### src/rtl/seq_divider.sv
// seq_divider: multi-cycle unsigned restoring divider.
// One trial subtraction per clock (shift, subtract, restore). A start/done
// handshake lets datapath control issue divisions next to add/sub ops.
module seq_divider #(
  parameter int WIDTH = 8
) (
  input  logic             clk,
  input  logic             rst_n,
  input  logic             start,
  input  logic [WIDTH-1:0] dividend,
  input  logic [WIDTH-1:0] divisor,
  output logic             busy,
  output logic             done,
  output logic [WIDTH-1:0] quotient,
  output logic [WIDTH-1:0] remainder,
  output logic             div_by_zero
);

  localparam int CW = (WIDTH > 1) ? $clog2(WIDTH) : 1;
  localparam logic [CW-1:0] LAST = CW'(WIDTH - 1);

  typedef enum logic [1:0] {IDLE, CALC, DONE} state_t;

  state_t           state;
  logic [WIDTH:0]   rem_q;    // partial remainder, one guard bit
  logic [WIDTH-1:0] q_q;      // dividend shifts out, quotient shifts in
  logic [WIDTH-1:0] dvsr_q;   // divisor captured at acceptance
  logic [CW-1:0]    cnt;      // step index 0..WIDTH-1

  // One restoring step: shift {rem,q} left, trial-subtract, keep or restore.
  // The extra top bit on shifted/trial makes the borrow show up as a sign bit.
  logic [WIDTH+1:0] shifted, trial;
  logic [WIDTH:0]   rem_nxt;
  logic [WIDTH-1:0] q_nxt;

  // Combinational step datapath
  always_comb begin
    shifted = {rem_q, q_q[WIDTH-1]};
    trial   = shifted - {2'b00, dvsr_q};
    if (!trial[WIDTH+1]) begin
      rem_nxt = trial[WIDTH:0];
      q_nxt   = {q_q[WIDTH-2:0], 1'b1};
    end else begin
      rem_nxt = shifted[WIDTH:0];
      q_nxt   = {q_q[WIDTH-2:0], 1'b0};
    end
  end

  // Control FSM with registered handshake and result outputs
  always_ff @(posedge clk or negedge rst_n) begin
    if (!rst_n) begin
      state       <= IDLE;
      rem_q       <= '0;
      q_q         <= '0;
      dvsr_q      <= '0;
      cnt         <= '0;
      busy        <= 1'b0;
      done        <= 1'b0;
      quotient    <= '0;
      remainder   <= '0;
      div_by_zero <= 1'b0;
    end else begin
      case (state)
        IDLE: begin
          done <= 1'b0;
          if (start) begin
            if (divisor == '0) begin
              // No iterations needed: report saturated quotient right away.
              quotient    <= '1;
              remainder   <= dividend;
              div_by_zero <= 1'b1;
              done        <= 1'b1;
              state       <= DONE;
            end else begin
              rem_q  <= '0;
              q_q    <= dividend;
              dvsr_q <= divisor;
              cnt    <= '0;
              busy   <= 1'b1;
              state  <= CALC;
            end
          end
        end
        CALC: begin
          rem_q <= rem_nxt;
          q_q   <= q_nxt;
          cnt   <= cnt + 1'b1;
          if (cnt == LAST) begin
            quotient    <= q_nxt;
            remainder   <= rem_nxt[WIDTH-1:0];
            div_by_zero <= 1'b0;
            busy        <= 1'b0;
            done        <= 1'b1;
            state       <= DONE;
          end
        end
        DONE: begin
          // Start is not sampled here; a held start is taken one edge later.
          done  <= 1'b0;
          state <= IDLE;
        end
        default: begin
          busy  <= 1'b0;
          done  <= 1'b0;
          state <= IDLE;
        end
      endcase
    end
  end

endmodule

### config.mk
export PLATFORM = sky130hd
export DESIGN_NAME = seq_divider
export DESIGN_NICKNAME = d
export VERILOG_FILES = /design/src/rtl/seq_divider.sv
export SDC_FILE = /design/constraint.sdc
export NUM_CORES = 1
export LEC_CHECK = 0
export CORE_ASPECT_RATIO = 0.5
export CORE_MARGIN = 1.5
export CORE_UTILIZATION = 25
export DETAILED_ROUTE_END_ITERATION = 16
export PLACE_DENSITY = 0.46
export REMOVE_ABC_BUFFERS = 1
export SLEW_MARGIN = 10
export SYNTH_ARGS = -nofsm -noshare
export SYNTH_HDL_FRONTEND = slang
export SYNTH_SLANG_ARGS = --single-unit
export TNS_END_PERCENT = 1
### constraint.sdc
create_clock -name clk -period 5.1 [get_ports clk]
set_input_delay 0.51 -clock clk [delete_from_list [all_inputs] [get_ports clk]]
set_output_delay 0.51 -clock clk [all_outputs]
set_load 0.05 [all_outputs]
==> results.sh, run 1 <==
export IMPL_timing_final_crit_period_ps=2960
export IMPL_maxCapViolCount=0
export IMPL_postSynthAreaPerCell_um2=10.0
export IMPL_clk_pin_slew_worst_paths_ps=70
export IMPL_final_std_cell_area_no_fill_um2=3160
export IMPL_critical_path_slowest_cell="sky130_fd_sc_hd__xor2_2"
export IMPL_fin_worst_skew_ps=9.06
export IMPL_drt_first_iter_violations=118
export IMPL_tritoncts_num_buffers=5
export IMPL_min_path_type="in -> async"
export IMPL_synth_top_area_share_pct=49.3
export IMPL_clkSinkCount=49
export IMPL_synth_seq_area_share_pct=49.3
export IMPL_global_placer_s_final_weighted_congestion=0.844
export IMPL_slew_headroom_pct=27.1
export IMPL_synth_top_cells_by_area="sky130_fd_sc_hd__dfrtp_1 49%, sky130_fd_sc_hd__nand2_1 5.7%, sky130_fd_sc_hd__ha_1 5.0%"
export IMPL_remaining_number_of_nets_flagged_by_the_antenna_check_after_routing=0
export IMPL_clkLatencyLatePin_ps=290
export IMPL_detailed_place_area_um2=2990
export IMPL_crit_family="compound AO/OA/AOI/OAI gates"
export IMPL_timing_fmax_ghz=0.337
export IMPL_detail_route_wl_per_cell_um=14.5
export IMPL_path_cells="ha_1, nor2b_1, o21a_1, a311o_2, a41oi_4, xor2_2, mux2_2, a31oi_1"
export IMPL_status="finished clean"
export IMPL_detailroute_via_count=1901
export IMPL_place_port_buffers=37
export IMPL_grt_pass1_vias=1951
export IMPL_endpoint_kind="flop"
export IMPL_post_route_period_util_pct=58.1
export IMPL_cts_tree="yes"
export IMPL_synth_most_common_cell="sky130_fd_sc_hd__dfrtp_1"
export IMPL_final_stage_net_count=314
export IMPL_floorplan_rows=25
export IMPL_syn_area_um2=2490
export IMPL_cp_buffers_inverters=0
export IMPL_slew_viol_final=0
export IMPL_route_final_wire_length_um=6090
export IMPL_grt_overflow_total=0
export IMPL_cts_root_buf="sky130_fd_sc_hd__clkbuf_16"
export IMPL_cts_hold_buf=0
export IMPL_insertedDiodeCount=0
export IMPL_floorplan_die_area_um2=10600
export IMPL_worst_path_largest_cell_delay_ps=490
export IMPL_dp_final_hpwl_um=4510
export IMPL_die_w_um=144
export IMPL_synth_ff_latch_count=49
export IMPL_max_slew_worst_pin_slew_ps=1090
export IMPL_max_clock_path_buffers=2
export IMPL_die_height_um=73.5
export IMPL_synth_top_flop_cell="sky130_fd_sc_hd__dfrtp_1"
export IMPL_grt_setup_unrepaired="false"
export IMPL_design_core_area_um2=9540
export IMPL_firstDrtPassIters=5
export IMPL_gr_usage_all_layers_pct=12.6
export IMPL_detail_route_drc_violations=0
export IMPL_postSynthCellCount=248
export IMPL_synth_largest_area_cell="sky130_fd_sc_hd__dfrtp_1"
export IMPL_grt_start_max_net_pins=50
export IMPL_antenna_violations_before_repair=0
export IMPL_initial_core_util_pct=26.1
export IMPL_fillers=980
export IMPL_synth_edf_count=0
export IMPL_start_kind="flop"
export IMPL_post_synthesis_async_set_or_reset_flop_share_pct=100
export IMPL_ys_top_cells_by_count="49 x sky130_fd_sc_hd__dfrtp_1, 38 x sky130_fd_sc_hd__nand2_1, 22 x sky130_fd_sc_hd__nor2_1"
export IMPL_worst_ep_arrival_time_ps=3170
export IMPL_ctsHtreeMaxLevel=2
export IMPL_path_class="reg -> reg"
export IMPL_postCtsSetupBuffers=0
export IMPL_final_setup_tns_ps=0
export IMPL_layout_cell_share_with_drive_strength_beyond_1_pct=9.82
export IMPL_netlist_cell_type_count=42
export IMPL_cp_data_required_time_ps=5310
export IMPL_ctsResizeCount=0
export IMPL_drt_vias_per_instance=4.53
export IMPL_flow_area_growth_from_synthesis_pct=27.3
export IMPL_timing_final_hold_violations=0
export IMPL_synth_warning_count=0
export IMPL_critPathMaxFanout=11
export IMPL_setup_viol=0
export IMPL_ioPinCount=38
export IMPL_grt_pass1_wl_um=10200
registers in the layout, summed over array words and instances, names as in the netlist:
| name | flops |
|---|---|
| div_by_zero | 1 |
| q_q | 8 |
| state | 2 |
| busy | 1 |
| remainder | 8 |
| quotient | 8 |
| dvsr_q | 8 |
| done | 1 |
| rem_q | 9 |
| cnt | 3 |
per-layer routing:
layer  global-route usage [%]  up-vias  part of all wire (%)  wire (um)
met5                        0        -                     0          0
met4                     3.85        0                  0.56         34
met3                     2.35        2                   3.4        210
met2                     20.0       31                    44       2660
met1                     17.7      911                    52       3180
li1                         -      957                     -          -
logic make-up (layout without fill, tap and decap cells):
kind of cell	Yosys count	count (layout)	synth area share, %
AO/OA/AOI/OAI	71	71	21.2
XOR/XNOR	7	7	2.77
adder cells (fa/ha/maj)	11	11	5.84
buffers and inverters	24	61	4.48
flip-flops	49	49	49.3
multiplexers	5	5	2.21
AND/OR/NAND/NOR	81	81	14.2
worst paths after layout:
path / startpoint / to / slack (ps) / cells after the start
min in group clk: quotient[1]$_DFFE_PN0P_ / quotient[1]$_DFFE_PN0P_ / 490 / 1
max in group asynchronous: rst_n / q_q[2]$_DFFE_PN0P_ / 4350 / 2
min: rst_n / rem_q[0]$_DFFE_PN0P_ / 320 / 2
min reg2reg: quotient[1]$_DFFE_PN0P_ / quotient[1]$_DFFE_PN0P_ / 490 / 1
max: rem_q[0]$_DFFE_PN0P_ / remainder[4]$_DFFE_PN0P_ / 2140 / 8
max reg2reg: rem_q[0]$_DFFE_PN0P_ / remainder[4]$_DFFE_PN0P_ / 2140 / 8
placed cells by master, fill, tap and decap left out, types with 3 or more instances in the layout:
master	instances
sky130_fd_sc_hd__dfrtp_1	49
sky130_fd_sc_hd__nand2_1	38
sky130_fd_sc_hd__clkdlybuf4s50_1	36
sky130_fd_sc_hd__nor2_1	22
sky130_fd_sc_hd__o21ai_0	13
sky130_fd_sc_hd__inv_1	12
sky130_fd_sc_hd__a31oi_1	12
sky130_fd_sc_hd__ha_1	10
sky130_fd_sc_hd__o22a_1	7
sky130_fd_sc_hd__a21oi_1	7
sky130_fd_sc_hd__xnor2_1	6
sky130_fd_sc_hd__nor3_1	5
sky130_fd_sc_hd__a21o_1	5
sky130_fd_sc_hd__o21a_1	5
sky130_fd_sc_hd__clkbuf_16	5
sky130_fd_sc_hd__nand3_1	4
sky130_fd_sc_hd__mux2_2	4
sky130_fd_sc_hd__o32a_1	4
sky130_fd_sc_hd__buf_4	4
sky130_fd_sc_hd__a211o_2	3
per-stage QoR:
stage | cells | utilization [%] | setup WS [ps] | hold WS (ps)
after global routing | 420 | 33.2 | 1910 | 382
final | 420 | 33.2 | 2140 | 323
after CTS | 420 | 33.2 | 2120 | 348
after global placement | 412 | 31.3 | 2010 | 464
after floorplan | 236 | - | 2370 | 214
after detailed placement | 412 | 31.3 | 1910 | 477
layout make-up:
type | instances | area, um2 | area share, %
clock inverter | 2 | 37.5 | 1.19
tap | 135 | 169 | 5.34
sequential | 49 | 1230 | 38.8
multi-input combinational | 175 | 1150 | 36.4
inverter | 12 | 45.0 | 1.42
clock buffer | 6 | 139 | 4.39
timing repair buffer | 41 | 395 | 12.5
Power of run 1 is not shown: default switching activity piles up to over one toggle a cycle in this logic, so the estimate is an artifact.
==> run 2, diff against run 1 <==
- clock period: 5.1 -> 2.9 ns (I/O delays scaled with it)
==> run 2 against run 1 <==
The flow now finishes with violations (hold timing). Clock skew down 5.7 ps. Count of clock-buffer cells in the layout up 1. Non-clock buffer count up 6. Utilization up 0.24 points. Hold slack worse by 330 ps. Register-to-register slack worse by 1900 ps. First-iteration DRC count up 32%. Sequential share of layout area down 0.27 points. Wire length up 3.4%. Design area up 0.71%. Maximum frequency up 9.8%. Critical endpoint is now remainder[7]$_DFFE_PN0P_.
==> results.sh, run 2 (same netlist as run 1, synthesis figures left out) <==
export IMPL_cts_root_buf="sky130_fd_sc_hd__clkbuf_16"
export IMPL_detail_route_wl_per_cell_um=14.8
export IMPL_largest_register_ff_count=9
export IMPL_cp_data_required_time_ps=3080
export IMPL_path_class="reg -> reg"
export IMPL_global_placer_s_final_weighted_congestion=0.777
export IMPL_cts_hold_buf=0
export IMPL_tritoncts_num_buffers=5
export IMPL_grt_use_met2_pct=20.3
export IMPL_violations_in_the_final_reports="hold timing"
export IMPL_cts_tree="yes"
export IMPL_dp_final_hpwl_um=4730
export IMPL_flow_area_growth_from_synthesis_pct=28.2
export IMPL_grt_setup_unrepaired="false"
export IMPL_route_final_wire_length_um=6290
export IMPL_initial_core_util_pct=26.1
export IMPL_grt_start_max_net_pins=26
export IMPL_gr_usage_all_layers_pct=13.2
export IMPL_remaining_number_of_nets_flagged_by_the_antenna_check_after_routing=0
export IMPL_post_route_period_util_pct=93.1
export IMPL_max_clock_path_buffers=2
export IMPL_antenna_violations_before_repair=0
export IMPL_drt_vias_per_instance=4.60
export IMPL_clkLatencyLatePin_ps=290
export IMPL_timing_fmax_ghz=0.371
export IMPL_grt_overflow_total=0
export IMPL_final_seq_area_um2=1230
export IMPL_grt_busiest_layer="met2"
export IMPL_slew_headroom_pct=42.8
export IMPL_postCtsSetupBuffers=0
export IMPL_final_setup_tns_ps=0
export IMPL_most_common_library_cell_in_the_layout_ignoring_fill_and_taps="sky130_fd_sc_hd__dfrtp_1"
export IMPL_min_path_type="in -> async"
export IMPL_design_core_area_um2=9540
export IMPL_grtUsageMet3_pct=2.67
export IMPL_hold_worst_slack_ps=-3.95
export IMPL_placement_setup_worst_slack_ps=37.2
export IMPL_drt_first_iter_violations=156
export IMPL_max_slew_worst_pin_slew_ps=855
export IMPL_grt_pass1_vias=1991
export IMPL_floorplan_rows=25
export IMPL_regMostFlops="rem_q"
export IMPL_die_height_um=73.5
export IMPL_maxCapViolCount=0
export IMPL_endpoint_kind="flop"
export IMPL_grt_util_met1_pct=18.6
export IMPL_status="finished, violations left"
export IMPL_timing_final_crit_period_ps=2700
export IMPL_detail_route_drc_violations=0
export IMPL_dpl_cell_count=418
export IMPL_start_kind="flop"
export IMPL_slew_viol_final=0
export IMPL_floorplan_die_area_um2=10600
export IMPL_fillers=981
export IMPL_die_w_um=144
export IMPL_timing_final_hold_violations=23
export IMPL_critPathMaxFanout=11
export IMPL_detailroute_via_count=1954
export IMPL_clk_pin_slew_worst_paths_ps=60
export IMPL_fin_worst_skew_ps=3.35
export IMPL_finish_cell_count_without_fillers=425
export IMPL_place_port_buffers=37
export IMPL_multi_input_comb_area_um2=1160
export IMPL_ioPinCount=38
export IMPL_layout_common_cells="49 x sky130_fd_sc_hd__dfrtp_1, 38 x sky130_fd_sc_hd__nand2_1, 36 x sky130_fd_sc_hd__clkdlybuf4s50_1"
export IMPL_ctsHtreeMaxLevel=2
export IMPL_setup_slack_ps=201
export IMPL_worst_ep_arrival_time_ps=2880
export IMPL_final_stage_net_count=320
export IMPL_layout_cell_share_with_drive_strength_beyond_1_pct=11.0
export IMPL_insertedDiodeCount=0
export IMPL_clkSinkCount=49
export IMPL_ctsResizeCount=0
export IMPL_setup_viol=0
export IMPL_firstDrtPassIters=4
export IMPL_grt_pass1_wl_um=10500
## run 2: cell count changes in the layout (fill, tap and decap cells not counted)
cell                         previous run  this run
sky130_fd_sc_hd__clkbuf_1               0         1
sky130_fd_sc_hd__xor2_2                 1         0
sky130_fd_sc_hd__bufinv_16              1         0
sky130_fd_sc_hd__buf_4                  4        10
sky130_fd_sc_hd__xor2_4                 0         1
sky130_fd_sc_hd__clkinvlp_4             1         0
## run 2: through the flow
stage	hold WS (ps)	utilization [%]	cell area (um2)
after global placement	330	31.8	3030
final	-3.95	33.4	3190
after global routing	49.2	33.4	3190
after floorplan	-5.59	-	2420
after CTS	26.6	33.3	3180
after detailed placement	338	31.8	3030
## run 2: final cells by class
cell class / instances / share of cell area [%]
Sequential cell: 49 / 38.5
Multi-Input combinational cell: 175 / 36.5
Timing Repair Buffer: 47 / 13.8
Tap cell: 135 / 5.30
Clock buffer: 7 / 4.48
Inverter: 12 / 1.41
## run 2: path summary, 6_finish.rpt
kind                                  startpoint                       end  cells past startpoint  slack, ps
setup / recovery           dvsr_q[1]$_DFFE_PN0P_  remainder[7]$_DFFE_PN0P_                      9        200
hold / removal                             rst_n     dvsr_q[4]$_DFFE_PN0P_                      1         -4
setup reg to reg           dvsr_q[1]$_DFFE_PN0P_  remainder[7]$_DFFE_PN0P_                      9        200
hold reg to reg               cnt[0]$_DFFE_PN0P_        cnt[0]$_DFFE_PN0P_                      1        480
max in group asynchronous                  rst_n          done$_DFFE_PN0P_                      2       2150
min in group clk              cnt[0]$_DFFE_PN0P_        cnt[0]$_DFFE_PN0P_                      1        480
## run 2: metal layers
layer,vias up,routed length (um)
met2,34,2740
met5,-,0
met3,7,199
met4,0,80
met1,944,3270
li1,969,-
## run 2: critical path, stage by stage (launching register included)
cell                      delay, ps
sky130_fd_sc_hd__dfrtp_1        360
sky130_fd_sc_hd__inv_1          110
sky130_fd_sc_hd__ha_1           240
sky130_fd_sc_hd__nor2b_1        130
sky130_fd_sc_hd__o21a_1         180
sky130_fd_sc_hd__a311o_2        440
sky130_fd_sc_hd__a41oi_4        260
sky130_fd_sc_hd__xor2_4         180
sky130_fd_sc_hd__a311o_2        370
sky130_fd_sc_hd__o32a_1         330
Power of run 2 is left out for the same reason.
==> run 3, diff against run 2 <==
- ABC_AREA: unset -> 1
==> run 3 against run 2 <==
Area after synthesis rose by 8.3%. Via count rose by 15%. Largest cell class unchanged. Synthesized cell count increased by 37%. The flow now finishes without violations. Worst setup slack better by 600 ps. Non-clock buffer count shrank 7.
==> results.sh, run 3 <==
export IMPL_syn_area_um2=2690
export IMPL_crit_family="simple AND/OR/NAND/NOR gates"
export IMPL_max_clock_path_buffers=2
export IMPL_timing_final_crit_period_ps=2100
export IMPL_place_port_buffers=37
export IMPL_status="finished clean"
export IMPL_drt_vias_per_instance=4.34
export IMPL_antenna_violations_before_repair=0
export IMPL_synth_top_flop_cell="sky130_fd_sc_hd__dfrtp_1"
export IMPL_critical_path_slowest_cell="sky130_fd_sc_hd__dfrtp_1"
export IMPL_ioPinCount=38
export IMPL_route_final_wire_length_um=6530
export IMPL_slew_viol_final=0
export IMPL_crit_reg2reg_capture="remainder[6]$_DFFE_PN0P_"
export IMPL_layout_common_cells="77 x sky130_fd_sc_hd__nand2_1, 49 x sky130_fd_sc_hd__inv_1, 49 x sky130_fd_sc_hd__dfrtp_1"
export IMPL_worstReg2RegStart="rem_q[3]$_DFFE_PN0P_"
export IMPL_post_synthesis_async_set_or_reset_flop_share_pct=100
export IMPL_timing_fmax_ghz=0.477
export IMPL_timing_final_hold_violations=0
export IMPL_detail_route_wl_per_cell_um=12.6
export IMPL_synth_top_cells_by_area="sky130_fd_sc_hd__dfrtp_1 46%, sky130_fd_sc_hd__nand2_1 11%, sky130_fd_sc_hd__nand3_1 7.4%"
export IMPL_synth_compound_gate_area_share_pct=10.4
export IMPL_ctsResizeCount=0
export IMPL_grt_start_max_net_pins=30
export IMPL_worst_r2r_setup_slack_ps=800
export IMPL_setup_slack_ps=801
export IMPL_synth_warning_count=0
export IMPL_flow_area_growth_from_synthesis_pct=25.2
export IMPL_critPathMaxFanout=11
export IMPL_ctsHtreeMaxLevel=2
export IMPL_detailroute_via_count=2255
export IMPL_drt_first_iter_violations=116
export IMPL_final_seq_area_um2=1230
export IMPL_grt_overflow_total=0
export IMPL_grt_pass1_vias=2273
export IMPL_global_placer_s_final_weighted_congestion=0.819
export IMPL_synth_most_common_cell="sky130_fd_sc_hd__nand2_1"
export IMPL_firstDrtPassIters=4
export IMPL_ir_drop_mv=0.352
export IMPL_netSwitchingFraction_pct=49.5
export IMPL_endpoint_kind="flop"
export IMPL_regMostFlops="rem_q"
export IMPL_postSynthAreaPerCell_um2=7.92
export IMPL_floorplan_rows=26
export IMPL_cp_depth=11
export IMPL_largest_register_ff_count=9
export IMPL_cts_root_buf="sky130_fd_sc_hd__clkbuf_16"
export IMPL_clk_pin_slew_worst_paths_ps=70
export IMPL_synth_seq_area_share_pct=45.6
export IMPL_postSynthCellCount=340
export IMPL_synth_simple_gate_area_share_pct=28.2
export IMPL_ys_top_cells_by_count="77 x sky130_fd_sc_hd__nand2_1, 49 x sky130_fd_sc_hd__dfrtp_1, 49 x sky130_fd_sc_hd__inv_1"
export IMPL_placement_setup_worst_slack_ps=787
export IMPL_multi_input_comb_area_um2=1210
export IMPL_tritoncts_num_buffers=5
export IMPL_power_share_sequential_pct=25.9
export IMPL_most_common_library_cell_in_the_layout_ignoring_fill_and_taps="sky130_fd_sc_hd__nand2_1"
export IMPL_path_cells="ha_1, a21oi_1, nand2_1, nand2_1, nand3_1, nand2_1, nand2_1, nand3_1, nand3_1, nand2_1, inv_1"
export IMPL_die_w_um=150
export IMPL_worst_ep_arrival_time_ps=2290
export IMPL_pwr_density_cell_nw_per_um2=1340
export IMPL_clkSinkCount=49
export IMPL_synth_largest_area_cell="sky130_fd_sc_hd__dfrtp_1"
export IMPL_slew_headroom_pct=54.5
export IMPL_die_height_um=76.4
export IMPL_power_share_combinational_pct=59.2
export IMPL_start_point_of_the_critical_path="rem_q[3]$_DFFE_PN0P_"
export IMPL_worst_path_largest_cell_delay_ps=410
export IMPL_insertedDiodeCount=0
export IMPL_min_path_type="reg -> reg"
export IMPL_post_route_period_util_pct=72.4
export IMPL_total_leakage_power_nw=1.62
export IMPL_synth_top_area_share_pct=45.6
export IMPL_path_class="reg -> reg"
export IMPL_synth_edf_count=0
export IMPL_setup_viol=0
export IMPL_gr_usage_all_layers_pct=12.8
export IMPL_start_kind="flop"
export IMPL_finish_cell_count_without_fillers=519
export IMPL_final_setup_tns_ps=0
export IMPL_synth_mux_area_fraction_pct=0
export IMPL_netlist_cell_type_count=31
export IMPL_cp_endpoint="remainder[6]$_DFFE_PN0P_"
export IMPL_max_slew_worst_pin_slew_ps=681
export IMPL_clock_power_share_pct=15.0
export IMPL_initial_core_util_pct=26.0
export IMPL_cts_hold_buf=1
export IMPL_yosys_area_share_adder_pct=5.39
export IMPL_layout_cell_share_with_drive_strength_beyond_1_pct=7.39
export IMPL_remaining_number_of_nets_flagged_by_the_antenna_check_after_routing=0
export IMPL_power_switching_mw=2.24
export IMPL_post_synth_xor_area_fraction_pct=0.976
export IMPL_combinational_family_with_the_most_area_after_synthesis="simple AND/OR/NAND/NOR gates"
export IMPL_grt_setup_unrepaired="false"
export IMPL_floorplan_die_area_um2=11400
export IMPL_cp_data_required_time_ps=3090
export IMPL_cts_tree="yes"
export IMPL_grt_pass1_wl_um=11500
export IMPL_dp_final_hpwl_um=4910
export IMPL_design_core_area_um2=10300
export IMPL_cp_buffers_inverters=1
export IMPL_cellInternalPower_mw=2.29
export IMPL_final_std_cell_area_no_fill_um2=3370
export IMPL_postCtsSetupBuffers=0
export IMPL_fin_worst_skew_ps=8.92
export IMPL_dpl_cell_count=510
export IMPL_detailed_place_area_um2=3190
export IMPL_maxCapViolCount=0
export IMPL_detail_route_drc_violations=0
export IMPL_clkLatencyLatePin_ps=290
export IMPL_fillers=1102
export IMPL_worst_r2r_cell_count=11
export IMPL_synth_ff_latch_count=49
export IMPL_crit_top_cell="sky130_fd_sc_hd__nand2_1"
export IMPL_final_stage_net_count=408
[run 3: cell count changes in the layout (fill, tap and decap cells not counted), moves of 8 or more]
cell / before / now
sky130_fd_sc_hd__nand2_1: 38 / 77
sky130_fd_sc_hd__o21ai_1: 0 / 8
sky130_fd_sc_hd__nor2_2: 0 / 9
sky130_fd_sc_hd__nand3_1: 4 / 40
sky130_fd_sc_hd__buf_4: 10 / 2
sky130_fd_sc_hd__a31oi_1: 12 / 1
sky130_fd_sc_hd__inv_1: 12 / 49
sky130_fd_sc_hd__a21oi_1: 7 / 19
[run 3: cell families (layout without fill, tap and decap cells)]
group,Yosys count,in the layout
flip-flops,49,49
AND/OR/NAND/NOR,164,164
adder cells (fa/ha/maj),11,11
XOR/XNOR,3,3
AO/OA/AOI/OAI,52,52
buffers and inverters,61,100
[run 3: final cells by class]
class | count | area share (%)
Clock buffer | 5 | 3.71
Tap cell | 140 | 5.20
Inverter | 52 | 5.94
Timing Repair Buffer | 40 | 11.6
Clock inverter | 3 | 1.30
Sequential cell | 49 | 36.4
Multi-Input combinational cell | 230 | 35.9
[run 3: power groups by stage]
| stage | sequential, mW | clock [mW] | combinational (mW) |
|---|---|---|---|
| 4_1_cts | 1.18 | 0.698 | 2.71 |
| 3_5_place_dp | 1.19 | 0 | 2.70 |
| 3_3_place_gp | 1.18 | 0 | 2.73 |
| 6_report | 1.17 | 0.678 | 2.68 |
| 2_1_floorplan | 1.54 | 0 | 1.58 |
| 5_1_grt | 1.22 | 0.731 | 3.08 |
[run 3: per-layer routing]
layer  vias up  global-route usage (%)  wire length (um)
met3         4                    2.57               169
met2        19                    19.1              2840
met4         0                    3.53                60
li1       1176                       -                 -
met1      1056                    18.6              3460
met5         -                       0                 0
[run 3: worst min path at each step]
stage                                end  slack, ps  depth (start not counted)               start
global route          cnt[0]$_DFFE_PN0P_        530                          1  cnt[0]$_DFFE_PN0P_
global placement    state[1]$_DFFE_PN0P_        280                          1               rst_n
finish                cnt[0]$_DFFE_PN0P_        480                          1  cnt[0]$_DFFE_PN0P_
floorplan               busy$_DFFE_PN0P_         -6                          0               rst_n
detailed placement  state[0]$_DFFE_PN0P_        290                          1               rst_n
CTS                   cnt[0]$_DFFE_PN0P_        480                          1  cnt[0]$_DFFE_PN0P_
[run 3: stage by stage]
stage                     utilization (%)  hold WS [ps]  power, mW
after floorplan                         -         -5.59       3.11
after global placement               30.9           284       3.91
after detailed placement             30.9           290       3.89
after CTS                            32.6           484       4.59
after global routing                 32.6           525       5.03
final                                32.6           479       4.53
[run 3: worst reg2reg max path, cell delays in order, from the launching register on]
cell and delay, ps:
sky130_fd_sc_hd__dfrtp_1 410, sky130_fd_sc_hd__ha_1 360, sky130_fd_sc_hd__a21oi_1 280, sky130_fd_sc_hd__nand2_1 90
sky130_fd_sc_hd__nand2_1 100, sky130_fd_sc_hd__nand3_1 90, sky130_fd_sc_hd__nand2_1 80, sky130_fd_sc_hd__nand2_1 210
sky130_fd_sc_hd__nand3_1 180, sky130_fd_sc_hd__nand3_1 100, sky130_fd_sc_hd__nand2_1 70, sky130_fd_sc_hd__inv_1 40
No activity file was read; power rests on OpenSTA's default activity.
